### config.mk
export PLATFORM = sky130hd
export DESIGN_NAME = bomb_manager
export DESIGN_NICKNAME = d
export VERILOG_FILES = /design/src/rtl/bomb_manager.sv
export SDC_FILE = /design/constraint.sdc
export NUM_CORES = 1
export LEC_CHECK = 0
export CORE_ASPECT_RATIO = 1.5
export CORE_MARGIN = 1.5
export CORE_UTILIZATION = 51
export DETAILED_ROUTE_END_ITERATION = 10
export GPL_TIMING_DRIVEN = 0
export PLACE_DENSITY = 0.79
export SYNTH_ARGS = -nofsm -noshare
export SYNTH_HDL_FRONTEND = slang
export SYNTH_SLANG_ARGS = --single-unit
### constraint.sdc
create_clock -name clk -period 1.9 [get_ports clk]
set_input_delay 0.19 -clock clk [delete_from_list [all_inputs] [get_ports clk]]
set_output_delay 0.19 -clock clk [all_outputs]
set_load 0.01 [all_outputs]
### src/rtl/bomb_manager.sv
// bomb_manager: per-player bomb placement and fuse tracking.
//   Accepts place requests, checks the target tile is free path via the
//   shared map RAM, writes the bomb tile, keeps up to MAX_BOMBS live fuses
//   against the shared game timer and hands expired bombs to the explosion
//   stage over a ready/ack handshake.
//
// Ports:
//   clk, reset_n        system clock, asynchronous active-low reset
//   place               one-cycle place request
//   player              player id (constant per instance)
//   player_pos          tile under player {row[3:0], col[3:0]}
//   length_cfg          current blast length level
//   timer               free-running game tick counter
//   Data_IN             map RAM read data for Address (combinational read)
//   ack                 explosion stage accept pulse
//   WE_O/Data_O/Address map RAM write port (registered)
//   ready               bomb waiting for the explosion stage
//   coordinate/length_out/player_out  detonating bomb description
//   bomb_count          number of live slots
//
// state | meaning
// IDLE  | waiting; fire expired bombs first, then service a pending place
// PL_RD | target tile address presented, checking Data_IN for path
// PL_WR | bomb tile written this cycle, slot filled
// FIRE  | ready high, holding bomb description until ack

module bomb_manager #(
    parameter int         MAX_BOMBS  = 2,
    parameter logic [9:0] FUSE_TICKS = 10'd24
) (
    input  logic       clk,
    input  logic       reset_n,
    input  logic       place,
    input  logic       player,
    input  logic [7:0] player_pos,
    input  logic [1:0] length_cfg,
    input  logic [9:0] timer,
    input  logic [7:0] Data_IN,
    input  logic       ack,
    output logic       WE_O,
    output logic [7:0] Data_O,
    output logic [7:0] Address,
    output logic       ready,
    output logic [7:0] coordinate,
    output logic [1:0] length_out,
    output logic       player_out,
    output logic [2:0] bomb_count
);

    localparam int         IDXW      = (MAX_BOMBS > 1) ? $clog2(MAX_BOMBS) : 1;
    localparam logic [7:0] TILE_PATH = 8'h80;
    localparam logic [7:0] TILE_BOMB = 8'h60;

    typedef enum logic [1:0] {IDLE, PL_RD, PL_WR, FIRE} state_t;

    state_t state, state_nx;

    logic [MAX_BOMBS-1:0] slot_valid;
    logic [MAX_BOMBS-1:0] slot_expired;
    logic [7:0]           slot_coord    [MAX_BOMBS];
    logic [1:0]           slot_len      [MAX_BOMBS];
    logic [9:0]           slot_deadline [MAX_BOMBS];

    logic            place_pend;
    logic [7:0]      pos_q, pos_nx;
    logic [IDXW-1:0] fire_sel, fire_sel_nx;

    logic            fire_any, free_any;
    logic [IDXW-1:0] fire_idx, free_idx;
    logic [2:0]      count_c;

    logic       we_nx, ready_nx, pl_nx;
    logic [7:0] data_nx, addr_nx, coord_nx;
    logic [1:0] len_nx;
    logic       enter_rd, drop_full, do_fill, do_release;

    // Lowest-index search: iterate downward so the lowest match is kept.
    always_comb begin
        fire_any = 1'b0;
        fire_idx = '0;
        free_any = 1'b0;
        free_idx = '0;
        count_c  = 3'd0;
        for (int i = MAX_BOMBS - 1; i >= 0; i--) begin
            if (slot_expired[i]) begin
                fire_any = 1'b1;
                fire_idx = IDXW'(i);
            end
            if (!slot_valid[i]) begin
                free_any = 1'b1;
                free_idx = IDXW'(i);
            end
        end
        for (int i = 0; i < MAX_BOMBS; i++) begin
            count_c = count_c + 3'(slot_valid[i]);
        end
    end

    always_ff @(posedge clk or negedge reset_n) begin
        if (!reset_n) begin
            state <= IDLE;
        end else begin
            state <= state_nx;
        end
    end

    always_comb begin
        state_nx    = state;
        we_nx       = 1'b0;
        data_nx     = Data_O;
        addr_nx     = Address;
        ready_nx    = ready;
        coord_nx    = coordinate;
        len_nx      = length_out;
        pl_nx       = player_out;
        pos_nx      = pos_q;
        fire_sel_nx = fire_sel;
        enter_rd    = 1'b0;
        drop_full   = 1'b0;
        do_fill     = 1'b0;
        do_release  = 1'b0;
        case (state)
            IDLE: begin
                if (fire_any) begin
                    fire_sel_nx = fire_idx;
                    coord_nx    = slot_coord[fire_idx];
                    len_nx      = slot_len[fire_idx];
                    pl_nx       = player;
                    ready_nx    = 1'b1;
                    state_nx    = FIRE;
                end else if (place_pend && free_any) begin
                    addr_nx  = player_pos;
                    pos_nx   = player_pos;
                    enter_rd = 1'b1;
                    state_nx = PL_RD;
                end else if (place_pend) begin
                    drop_full = 1'b1;
                end
            end
            PL_RD: begin
                if (Data_IN == TILE_PATH) begin
                    we_nx    = 1'b1;
                    data_nx  = TILE_BOMB;
                    state_nx = PL_WR;
                end else begin
                    state_nx = IDLE;
                end
            end
            PL_WR: begin
                do_fill  = free_any;
                state_nx = IDLE;
            end
            FIRE: begin
                if (ack) begin
                    do_release = 1'b1;
                    ready_nx   = 1'b0;
                    state_nx   = IDLE;
                end
            end
            default: state_nx = IDLE;
        endcase
    end

    always_ff @(posedge clk or negedge reset_n) begin
        if (!reset_n) begin
            WE_O         <= 1'b0;
            Data_O       <= 8'h00;
            Address      <= 8'h00;
            ready        <= 1'b0;
            coordinate   <= 8'h00;
            length_out   <= 2'd0;
            player_out   <= 1'b0;
            bomb_count   <= 3'd0;
            place_pend   <= 1'b0;
            pos_q        <= 8'h00;
            fire_sel     <= '0;
            slot_valid   <= '0;
            slot_expired <= '0;
            for (int i = 0; i < MAX_BOMBS; i++) begin
                slot_coord[i]    <= 8'h00;
                slot_len[i]      <= 2'd0;
                slot_deadline[i] <= 10'd0;
            end
        end else begin
            WE_O       <= we_nx;
            Data_O     <= data_nx;
            Address    <= addr_nx;
            ready      <= ready_nx;
            coordinate <= coord_nx;
            length_out <= len_nx;
            player_out <= pl_nx;
            pos_q      <= pos_nx;
            fire_sel   <= fire_sel_nx;
            bomb_count <= count_c;

            // Pulses arriving while a request is pending merge into it.
            if (enter_rd || drop_full) begin
                place_pend <= 1'b0;
            end else if (place) begin
                place_pend <= 1'b1;
            end

            for (int i = 0; i < MAX_BOMBS; i++) begin
                // Sticky: expiry survives until the slot is handed off.
                if (slot_valid[i] && (timer == slot_deadline[i])) begin
                    slot_expired[i] <= 1'b1;
                end
                if (do_release && (fire_sel == IDXW'(i))) begin
                    slot_valid[i]   <= 1'b0;
                    slot_expired[i] <= 1'b0;
                end
                if (do_fill && (free_idx == IDXW'(i))) begin
                    slot_valid[i]    <= 1'b1;
                    slot_expired[i]  <= 1'b0;
                    slot_coord[i]    <= pos_q;
                    slot_len[i]      <= length_cfg;
                    slot_deadline[i] <= timer + FUSE_TICKS;
                end
            end
        end
    end

endmodule

==> Word-level counts from Yosys, hierarchy flattened <==
Index checks and enable logic that the tools add are counted.
{ "word_totals": {"latch_bits": 0, "mem_bits_ro": 0, "mem_bits_rw": 0, "reg_bits": 72, "in_bits": 33, "memories": 0} }
{ "op_classes": {"eq_ne": 9, "mux": 44, "bitwise": 4, "mul": 0, "shift": 0, "add_sub_neg": 2, "n_reduce_logical": 20, "n_div": 0, "order_cmp": 1} }
{ "op_table": {"columns": ["op", "n"], "rows": [
  ["$mux 1", 32],
  ["$mux 8", 3],
  ["$eq 10x10->1", 2],
  ["$mux 2", 7],
  ["$add 10x5->10 const B", 1],
  ["$eq 8x8->1 const B", 1],
  ["$pmux 2 s4", 1],
  ["$reduce_bool 2->1", 4],
  ["$logic_and 1x1->1", 7],
  ["$reduce_and 2->1", 3],
  ["$reduce_and 3->1", 2],
  ["$reduce_bool 3->1", 2],
  ["$eq 2x2->1 const B", 2],
  ["$ne 2x2->1 const B", 2],
  ["$ne 3x3->1 const B", 1],
  ["$not 1->1", 3],
  ["$add 1x1->2", 1],
  ["$eq 2x1->1 const B", 1],
  ["$ge 2x2->1 const B", 1],
  ["$logic_not 2->1", 1],
  ["$not 1->2", 1],
  ["$pmux 1 s2", 1],
  ["$logic_or 1x1->1", 1]
]} }

==> Longest topological paths before layout <==
{ "logic_depth": {"depth_word": 8, "depth_mapped": 7} }

==> Worst setup path before layout <==
OpenSTA, ideal clock, no wires.
{ "synth_path": {"kind": "register -> register", "start": "register slot_valid[0]", "end": "register slot_coord[6] (netlist bit)", "setup_ns": 0.117, "path_slack_ns": 0.470, "required_ns": 1.783, "arrival_time_ns": 1.314, "path_stages_with_launch": 8, "cell_sequence": "dfrtp_1 -> ha_1 -> nor2_1 -> nand3_1 -> buf_2 -> buf_2 -> nand2_1 -> nand2_1"} }
{ "synth_via": {"elab_chain_len": 3} }
{ "synth_lines": {"columns": ["item", "line", "rtl"], "rows": [
  ["from (decl)", "58", "logic [MAX_BOMBS-1:0] slot_valid;"],
  ["from (signal assigned)", "177", "slot_valid <= '0;"],
  ["from (signal, indexed assignment)", "209", "slot_valid[i] <= 1'b0;"],
  ["from (signal, indexed assignment)", "213", "slot_valid[i] <= 1'b1;"],
  ["$mux 1", "89", "if (!slot_valid[i]) begin"],
  ["$mux 1", "122", "case (state)"],
  ["$logic_and 1x1->1 *", "212", "if (do_fill && (free_idx == IDXW'(i))) begin"],
  ["to (signal, indexed assignment)", "215", "slot_coord[i] <= pos_q;"],
  ["to (decl)", "60", "logic [7:0] slot_coord [MAX_BOMBS];"]
]} }
Mark *: on every way between the ends. The rest lies on a longest branch, timed or not.
A chain may end at the register's enable or synchronous reset.

==> Worst setup path after layout <==
{ "layout_path": {"start": "register slot_valid[0]", "end": "register slot_deadline[17] (netlist bit)"} }
{ "layout_via": {"elab_chain_len": 3} }
{ "layout_lines": {"columns": ["item", "line", "rtl"], "rows": [
  ["$mux 1", "89", null],
  ["$mux 1 or $not 1->1 (tied branches)", "122, 212", null],
  ["$logic_and 1x1->1 *", "212", null],
  ["to (signal, indexed assignment)", "217", "slot_deadline[i] <= timer + FUSE_TICKS;"],
  ["to (decl)", "62", "logic [9:0] slot_deadline [MAX_BOMBS];"]
]} }
Marks and branches as above.

==> flow_summary.ini <==
[status]
outcome = finished, violations left
violations = hold timing

[timing]
setup_ws_ns = 0.219
clock_skew_ns = 0.00896
maxSlewHeadroom = 0.404
post-route-period-util = 0.885
worstMarginPinSlew_ns = 0.894
fmax_mhz = 595
rsz0062_at_grt = false
finalHoldViolations = 34
fin_crit_ns = 1.68
hold_ws_ns = -0.0473
slew_violations = 0
setup_violations = 0

[placement]
routabilityCongestion = 0.812
placed_cells = 455
port-buffer-count = 53
dp_slack_ns = 0.181
placed_area_um2 = 3890
dpl.hpwl_mm = 4.67

[route]
wl_per_cell_um = 14.1
vias = 2404
ant_nets = 0
drt-vias-per-instance = 5.10
drc = 0
drt_pre_antenna_iters = 4
drt_iter0_drc = 207
wl_mm = 6.64

[clock_tree]
clk_pin_slew_ns = 0.07
cts_made_buffers = 9
htreeDepth = 3
cts_sinks = 72
holdBufCountCts = 0
clockBufferDepth = 2
ctsRootBufferMaster = clkbuf_8
cts_setup_buffers = 0
cts_tree = built
cts_resized = 0
insertion_delay_ns = 0.34

[logic_synthesis]
synth.distinct_cells = 37
synth_seq_cells = 72
seq_area_frac_synth = 0.555
syn_area_per_cell_um2 = 10.1
synth_cells = 322
yosysWarnings = 0
netlist_area_um2 = 3250

[cells_and_area]
fillCellCount = 515
nNetsFinal = 428
stdcell_count = 471
design_area_um2 = 4140
area_delta_synth_final_pct = 27.6
multi_input_area_um2 = 1290
diodes = 0
drive_gt1_frac = 0.128
ff_latch_area_um2 = 1800

[power]
p_total_mw = 5.47
vdd_drop_max_mv = 0.842
p_leak_nw = 1.93
pwr_density_cell_nw_per_um2 = 1320

[die]
chipWidth_um = 68.2
dieArea_um2 = 6860
start_util = 0.530
core_area_um2 = 6130
floorplan.io_pins = 65
rows = 35
die_h_um = 101

[setup_path]
critPathKind = reg2reg
crit_slowest_cell = dfrtp_1
critPathMaxStageDelay_ns = 0.42
cpLargestDelayFamily = simple AND/OR/NAND/NOR gates
crit_chain = ha_1 -> nor2_1 -> nand3b_1 -> buf_2 -> nand2_1 -> o21ai_0
cp.arrival_ns = 1.89
rr_worst_depth = 6
cp_num_buf_inv = 1
critPathMaxFanout = 10
end_kind = flop
r2r-end = slot_deadline[17]$_DFFE_PN0P_
reg2reg_slack_ns = 0.22
r2r_start = slot_valid[0]$_DFFE_PN0N_
crit_required_ns = 2.11
cp-start-kind = flop

[grt]
grt_pass1_vias = 2402
antenna_found_initial = 0
grt_use_total = 0.213
grt_max_degree = 73
grt_remaining_overflow = 0
grt_pass1_wl_mm = 10.8

[job]
drv_cap = 0

[worst_hold_path]
worstHoldPathType = in2async
[cells by family after synthesis]
family,synth area share
fa+ha+maj,0.0116
flops,0.555
other cells,0.00115
compound gates,0.0617
simple gates,0.187
xor+xnor,0.0674
buf+inv,0.0532
mux,0.0632
[cells in the final DEF, fill, tap and decap left out, types with 4 or more instances in the layout]
cell type,Yosys,final
nor2_1,6,6
nand3_1,4,4
buf_2,8,8
clkbuf_8,0,11
dfrtp_1,72,72
a21oi_1,5,5
clkdlybuf4s50_1,0,52
conb_1,1,7
nand2_1,108,108
mux2_2,8,8
buf_4,10,11
inv_1,5,5
o21ai_0,25,25
nand4_1,5,5
mux2i_1,10,10
xnor2_1,22,22
[metal layers]
layer / part of all wire / routed length, um / global-route usage
met3: 0.046 / 304 / 0.0447
met1: 0.39 / 2620 / 0.246
met4: 0.024 / 161 / 0.0831
met2: 0.53 / 3550 / 0.374
met5: 0 / 0 / 0
[per-stage QoR]
step | util | setup TNS [ns]
after floorplan | - | 0
after global placement | 0.635 | -123.05
after detailed placement | 0.634 | 0
after CTS | 0.676 | 0
after global routing | 0.676 | 0
final | 0.676 | 0
[state kept, by name, summed over array words and instances (netlist names), 2 cells and up]
signal         cells
coordinate         8
slot_len           4
slot_expired       2
slot_deadline     20
pos_q              8
length_out         2
slot_coord        16
bomb_count         2
state              2
slot_valid         2
[cell type report]
type                    instances  share of cell area
clock buffers                  11              0.0365
inverters                       5             0.00453
clock inverters                 5              0.0248
well taps                      74              0.0223
repair buffers                 53               0.127
multi-input cells             227               0.312
flip-flops and latches         72               0.435
plain buffers                  24              0.0371
[cells in the mapped netlist]
master,number,area (um2)
nand2_1,108,405
dfrtp_1,72,1800
o21ai_0,25,125
xnor2_1,22,193
buf_4,10,75.1
mux2i_1,10,100
buf_2,8,40.0
mux2_2,8,90.1
nor2_1,6,22.5
a21oi_1,5,25.0
inv_1,5,18.8
nand4_1,5,31.3
nand3_1,4,20.0
clkbuf_1,3,11.3
ha_1,3,37.5
nor3_1,3,15.0
xor2_1,3,26.3
buf_6,2,22.5
nor2b_1,2,12.5
and3_1,1,6.26
clkbuf_2,1,5.00
conb_1,1,3.75
mux2_4,1,15.0
nand2_4,1,11.3
nand2b_1,1,6.26
nand3b_1,1,7.51
nand4b_1,1,8.76
nor4_1,1,6.26
nor4_4,1,21.3
nor4b_1,1,8.76
nor4b_4,1,23.8
o2111ai_1,1,8.76
o211a_1,1,10.0
o211ai_1,1,7.51
o21ai_1,1,5.00
o221a_2,1,11.3
o31ai_1,1,7.51
[where the power goes]
part	switching, mW	internal, mW	total [mW]	leakage [nW]
registers	0.330	1.99	2.33	0.851
clock network	0.554	0.942	1.50	0.126
logic	0.752	0.892	1.64	0.953
total	1.64	3.83	5.47	1.93
[how the worst max path moves through the flow]
| stage | start | to | slack [ns] | cells past startpoint |
|---|---|---|---|---|
| final | slot_valid[0]$_DFFE_PN0N_ | slot_deadline[17]$_DFFE_PN0P_ | 0.22 | 6 |
| after global routing | slot_valid[1]$_DFFE_PN0N_ | slot_deadline[14]$_DFFE_PN0P_ | 0.05 | 6 |
| after CTS | slot_valid[1]$_DFFE_PN0N_ | slot_deadline[17]$_DFFE_PN0P_ | 0.19 | 6 |
| after detailed placement | timer[4] | slot_deadline[19]$_DFFE_PN0P_ | 0.18 | 6 |
| after global placement | reset_n | coordinate[2]$_DFFE_PN0P_ | -1.71 | 1 |
| after floorplan | slot_valid[0]$_DFFE_PN0N_ | slot_coord[6]$_DFFE_PN0P_ | 0.47 | 7 |
Power figures use the tool's default switching activity.
